File: config.mk
export PLATFORM = sky130hd
export DESIGN_NAME = clause_array_ctrl
export DESIGN_NICKNAME = d
export VERILOG_FILES = /design/src/rtl/clause_array_ctrl.sv
export SDC_FILE = /design/constraint.sdc
export NUM_CORES = 1
export LEC_CHECK = 0
export ABC_AREA = 1
export BUFFER_PORTS_ARGS = -buffer_cell sky130_fd_sc_hd__buf_2
export CAP_MARGIN = 20
export CORE_MARGIN = 1
export CORE_UTILIZATION = 45
export CTS_CLUSTER_SIZE = 40
export DETAILED_ROUTE_END_ITERATION = 16
export GPL_TIMING_DRIVEN = 0
export PLACE_DENSITY = 0.78
export SYNTH_ARGS = -nofsm -noshare
export SYNTH_HDL_FRONTEND = slang
export SYNTH_SLANG_ARGS = --single-unit
export TNS_END_PERCENT = 5
File: constraint.sdc
create_clock -name clk -period 2.8 [get_ports clk]
set_input_delay 0.28 -clock clk [delete_from_list [all_inputs] [get_ports clk]]
set_output_delay 0.28 -clock clk [all_outputs]
set_load 0.01 [all_outputs]
File: src/rtl/clause_array_ctrl.sv
// Clause array controller: sequences clause load, imply passes,
// conflict analysis and backtrack strobes for the clause array.
module clause_array_ctrl #(
  parameter int NUM_CLAUSES  = 8,
  parameter int WIDTH_CIDX   = 3,
  parameter int MAX_IMP_ITER = 16
) (
  input  logic                   clk,
  input  logic                   rst,
  input  logic                   load_start_i,
  input  logic                   load_valid_i,
  output logic                   load_ready_o,
  input  logic                   load_last_i,
  output logic [NUM_CLAUSES-1:0] wr_row_o,
  input  logic                   imply_start_i,
  input  logic                   bkt_start_i,
  input  logic                   new_imply_i,
  input  logic                   conflict_i,
  input  logic                   all_sat_i,
  input  logic                   analyze_done_i,
  output logic                   apply_imply_o,
  output logic                   apply_analyze_o,
  output logic                   apply_bkt_o,
  output logic                   busy_o,
  output logic                   done_o,
  output logic [1:0]             result_o
);

  localparam int IW = (MAX_IMP_ITER > 1) ? $clog2(MAX_IMP_ITER) : 1;

  localparam logic [1:0] RES_OK   = 2'b00;
  localparam logic [1:0] RES_CONF = 2'b01;
  localparam logic [1:0] RES_SAT  = 2'b10;
  localparam logic [1:0] RES_TO   = 2'b11;

  typedef enum logic [2:0] {
    S_IDLE,
    S_LOAD,
    S_IMPLY,
    S_ANALYZE,
    S_BKT
  } state_t;

  state_t                state_q, state_d;
  logic [WIDTH_CIDX-1:0] row_q, row_d;
  logic [IW-1:0]         iter_q, iter_d;
  logic                  done_q, done_d;
  logic [1:0]            result_q, result_d;
  logic                  beat_acc;

  assign beat_acc = (state_q == S_LOAD) && load_valid_i;

  // State, counters and registered status
  always_ff @(posedge clk) begin
    if (rst) begin
      state_q  <= S_IDLE;
      row_q    <= '0;
      iter_q   <= '0;
      done_q   <= 1'b0;
      result_q <= RES_OK;
    end else begin
      state_q  <= state_d;
      row_q    <= row_d;
      iter_q   <= iter_d;
      done_q   <= done_d;
      result_q <= result_d;
    end
  end

  // Next-state, counter updates and completion status
  always_comb begin
    state_d  = state_q;
    row_d    = row_q;
    iter_d   = iter_q;
    done_d   = 1'b0;
    result_d = result_q;
    unique case (state_q)
      S_IDLE: begin
        if (load_start_i) begin
          state_d = S_LOAD;
        end else if (bkt_start_i) begin
          state_d = S_BKT;
        end else if (imply_start_i) begin
          state_d = S_IMPLY;
        end
      end
      S_LOAD: begin
        if (beat_acc) begin
          if (load_last_i ||
              row_q == WIDTH_CIDX'(NUM_CLAUSES - 1)) begin
            state_d  = S_IDLE;
            row_d    = '0;
            done_d   = 1'b1;
            result_d = RES_OK;
          end else begin
            row_d = row_q + WIDTH_CIDX'(1);
          end
        end
      end
      S_IMPLY: begin
        if (conflict_i) begin
          state_d = S_ANALYZE;
          iter_d  = '0;
        end else if (all_sat_i) begin
          state_d  = S_IDLE;
          iter_d   = '0;
          done_d   = 1'b1;
          result_d = RES_SAT;
        end else if (!new_imply_i) begin
          state_d  = S_IDLE;
          iter_d   = '0;
          done_d   = 1'b1;
          result_d = RES_OK;
        end else if (iter_q == IW'(MAX_IMP_ITER - 1)) begin
          state_d  = S_IDLE;
          iter_d   = '0;
          done_d   = 1'b1;
          result_d = RES_TO;
        end else begin
          iter_d = iter_q + IW'(1);
        end
      end
      S_ANALYZE: begin
        if (analyze_done_i) begin
          state_d  = S_IDLE;
          done_d   = 1'b1;
          result_d = RES_CONF;
        end
      end
      S_BKT: begin
        state_d  = S_IDLE;
        done_d   = 1'b1;
        result_d = RES_OK;
      end
      default: begin
        state_d = S_IDLE;
      end
    endcase
  end

  // Strobes decoded from the current state
  always_comb begin
    load_ready_o    = (state_q == S_LOAD);
    apply_imply_o   = (state_q == S_IMPLY);
    apply_analyze_o = (state_q == S_ANALYZE);
    apply_bkt_o     = (state_q == S_BKT);
    busy_o          = (state_q != S_IDLE);
    done_o          = done_q;
    result_o        = result_q;
    wr_row_o        = '0;
    for (int i = 0; i < NUM_CLAUSES; i++) begin
      wr_row_o[i] = beat_acc && (row_q == WIDTH_CIDX'(i));
    end
  end

endmodule

Yosys cells after proc, flatten, opt, wreduce, memory -nomap -nowiden
Index checks and enable logic that the tools add are counted.

Bits in registers: 13. Input port bits: 11. Output and inout port bits: 16. Word-level logic and storage cells: 75.

Add/subtract/negate cells: 2. Eq/ne operators: 19. Muxes and demuxes: 32. Reductions and logical operators: 17.

Operators by type and width (number): 2-to-1 mux 3 bit (11); 2-to-1 mux 4 bit (4); equality test 3 bit (second input constant) (5); 2-to-1 mux 2 bit (7); equality test 3 x 2 -> 1 bit (second input constant) (4); one-hot mux 3 bit (4 select lines) (1); logical AND 1 bit (9); one-hot mux 2 bit (4 select lines) (1); 2-to-1 mux 1 bit (7); equality test 3 x 1 -> 1 bit (second input constant) (2); logical NOT 3 bit (2); AND reduction 6 bit (1); != test 5 x 4 -> 1 bit (second input constant) (1); AND reduction 5 bit (1); adder 4 x 1 -> 4 bit (second input constant) (1); equality test 4 bit (second input constant) (1); != test 2 x 1 -> 1 bit (second input constant) (2); != test 2 bit (second input constant) (2); != test 4 x 3 -> 1 bit (second input constant) (1); != test 4 bit (second input constant) (1); one-hot mux 1 bit (4 select lines) (1); nonzero test 4 bit (1); adder 3 x 1 -> 3 bit (second input constant) (1); nonzero test 3 bit (1); other kinds (2) (2).

Depth between registers and ports, before layout
Depth in word-level cells: 6. Mapped depth: 10. Mapped depth without buffers: 10.

Worst setup path before layout
No wires, ideal clock.

Kind: register to register. Start point: register row_q[0]. End point: register result_q[0] (netlist: result_o[0]). Setup time: 64 ps. Data arrival time: 1307 ps. Required time: 2736 ps. Setup slack: 1429 ps. Stages on the path, launching flop included: 10. Path buffers: 0. Clock period less this slack: 1371 ps. Path through: dfxtp_1 ha_1 ha_1 nor2_1 nor2_1 nand2_1 nand2_1 nor2_2 nor2_1 nor2_1.

Longest elaborated chain between the ends: 4.

RTL lines: from (decl) (RTL line 45) `logic [WIDTH_CIDX-1:0] row_q, row_d;`; from (signal assigned) (RTL line 63) `row_q <= row_d;`; equality test 3 bit (RTL line 90) `row_q == WIDTH_CIDX'(NUM_CLAUSES - 1)) begin`; logical OR 1 bit (RTL line 89) `if (load_last_i ||`; != test 2 x 1 -> 1 bit (no source line); AND reduction 6 bit (no source line); to (signal assigned) (RTL line 66) `result_q <= result_d;`; to (decl) (RTL line 48) `logic [1:0] result_q, result_d;`.

Every way passes these cells. A chain may end at the register's enable or synchronous reset.

Worst setup path in the final report
Start point: register state_q[1]. End point: output port wr_row_o[2].

Longest elaborated chain between the ends: 3.

RTL lines: from (decl) (RTL line 44) `state_t state_q, state_d;`; from (signal assigned) (RTL line 62) `state_q <= state_d;`; equality test 3 x 1 -> 1 bit (RTL line 51) `assign beat_acc = (state_q == S_LOAD) && load_valid_i;`; logical AND 1 bit (RTL line 51); logical AND 1 bit (RTL line 152) `wr_row_o[i] = beat_acc && (row_q == WIDTH_CIDX'(i));`; to (decl) (RTL line 14) `output logic [NUM_CLAUSES-1:0] wr_row_o,`.

Every way passes these cells.

==> results.yml <==
status:
  status: "complete, no violations"
logic_synthesis:
  syn_nets: 149
  yosys.area.top_type_share: 0.298
  yosysSeqAreaShare: 0.298
  synth.most_common_cell: "nand2_1"
  postSynthCellCount: 131
  synth_edf_count: 0
  synth_cell_types: 23
  yosys-top-cells-area: "dfxtp_1 (30%), nand2_1 (10%), ha_1 (10%)"
  synth_async_sr_flop_share: 0
  yosys_warnings: 0
  syn_area_per_cell_sq_um: 6.68
  synth_ff_type: "dfxtp_1"
  synth_commonest_cells: "nand2_1 (24), inv_1 (22), nor2_1 (15)"
  syn_area_sq_um: 875
  yosys.area.top_type: "dfxtp_1"
  ys_ff_latch: 13
place:
  dp_hpwl_um: 1540
  gp_congestion: 0.760
  place_inst: 181
  io_buffers: 25
sta:
  finalCritPeriodShare: 0.630
  timing.fmax_mhz: 567
  fin_tns_setup_ns: 0
  finalHoldViolCount: 0
  worst_slew_pin_slew_ns: 0.472
  fin_crit_ns: 1.76
  slew_headroom: 0.685
  setup_viol: 0
  skew_ns: 0.00243
  rsz0062_at_grt: "no"
  maxSlewViolCount: 0
finish:
  diodes: 0
  area_delta_synth_final_pct: 20.9
  layout-drive-gt1-share: 0.263
  final_util: 0.593
  instances_no_fill: 185
  fin_nets: 179
clock_network:
  cts.sinks: 13
  ctsLongestPathBuffers: 2
  cts_tree: "built"
  root_buffer: "clkbuf_4"
  post-cts-setup-buffers: 0
  ctsHtreeMaxLevel: 1
  cts_buffers: 3
  insertion_delay_ns: 0.28
  cts_resized: 0
  clk_pin_slew_ns: 0.08
  cts_hold_buf: 0
setup_path:
  cp_max_fo: 10
  end_kind: "output pin"
  critical_path_class: "register to output pin"
  worstRegToRegCells: 9
  critPathLaunchType: "register"
  timing.rr.start: "row_q[0]"
  cp.required_ns: 2.52
  regToRegEndpoint: "state_q[1]"
  worstPathArrival_ns: 1.48
  r2r_setup_slack_ns: 1.24
floorplan:
  die_x_um: 46.1
  start_util: 0.491
  die_area_sq_mm: 0.00212
  boundaryPins: 27
  rows: 15
  core_area_sq_mm: 0.00178
  die_y_um: 46.1
route:
  viasPerCell: 4.94
  routed_wl_um: 1880
  wl_per_cell_um: 10.2
  drc: 0
  dr.pass1.iters: 4
  vias: 913
  drt_iter0_drc: 5
  ant_nets: 0
power_and_ir_drop:
  p_per_area_mw_per_mm2: 475
  ir_worst_vdd_mv: 0.264
  p_leak_uw: 0.000556
global_routing:
  grt_antenna_before_repair: 0
  gr-total-overflow: 0
  grtUsageTotal: 0.191
  grt_max_degree: 11
  grt_pass1_wl_um: 2900
  grt_pass1_vias: 759
worst_hold_path:
  hold_path_startpoint: "load_start_i"
  hold_class: "input port to register"
  holdPathStages: 2
  min_to: "state_q[2]"
run:
  maxCapViolations: 0
## where the power goes
group	leakage (uW)	switching, uW	internal (uW)	total (uW)
clock network	0.0000150	65.6	55.3	121
registers	0.000106	15.8	202	218
logic	0.000436	104	60.4	164
## logic make-up after synthesis
kind of cell               count (synthesis)  synth area share
buffers and inverters                     28             0.129
DFF                                       13             0.298
adders and majority gates                  7             0.100
AOI/OAI and AO/OA                         18             0.126
and+or+nand+nor                           65             0.348
## per-layer routing
| metal | global-route usage | wire, um | up-vias |
|---|---|---|---|
| li1 | - | - | 479 |
| met1 | 0.226 | 868 | 397 |
| met2 | 0.332 | 904 | 32 |
| met3 | 0.0235 | 75 | 5 |
| met4 | 0.100 | 31 | 0 |
| met5 | 0 | 0 | - |
## flip-flops by register name, indices dropped and copies added (netlist names)
signal    flops
result_o      2
state_q       3
row_q         3
iter_q        4
done_o        1
## final cells by class
class	instances	area (sq um)
Clock buffer	4	26.3
Fill cell	173	726
Inverter	26	97.6
Tap cell	25	31.3
Multi-Input combinational cell	90	502
Sequential cell	13	260
Buffer	2	15.0
Timing Repair Buffer	25	125
## critical path, cell delays in order (launching register included)
cell,delay (ns)
dfxtp_1,0.35
inv_2,0.12
nand3_2,0.11
inv_2,0.09
nand2_2,0.08
buf_6,0.15
nor3_1,0.14
buf_2,0.16
## stage by stage
stage	worst slack [ns]	area, sq um	hold WS (ns)	total power (uW)
floorplan	1.43	875	0.358	337
global placement	1.28	1030	0.452	380
detailed placement	1.26	1030	0.462	387
CTS	1.04	1060	0.206	505
global route	0.925	1060	0.212	535
finish	1.04	1060	0.206	503
## worst max-delay path by stage
| stage | start | end | cells past startpoint |
|---|---|---|---|
| after detailed placement | row_q[0] | result_o[0] | 9 |
| after CTS | state_q[1] | wr_row_o[2] | 7 |
| after global placement | row_q[0] | state_q[1] | 9 |
| after global routing | state_q[1] | wr_row_o[5] | 7 |
| final | state_q[1] | wr_row_o[2] | 7 |
| after floorplan | row_q[0] | result_o[0] | 9 |
## placed cells by master (no fill, tap or decap)
master,Yosys,routed
a211oi_1,1,1
a211oi_2,1,1
a21oi_1,8,8
a31oi_1,1,1
buf_2,0,25
buf_6,1,1
clkbuf_1,1,2
clkbuf_4,0,3
dfxtp_1,13,13
ha_1,7,7
inv_1,22,22
inv_2,4,4
nand2_1,24,24
nand2_2,2,2
nand3_1,5,5
nand3_2,2,2
nand4_1,4,4
nor2_1,15,15
nor2_2,2,2
nor2_4,1,1
nor3_1,9,9
nor4_1,1,1
o211ai_1,2,2
o21ai_0,4,4
o21ai_2,1,1
No activity file was read; power rests on OpenSTA's default activity.
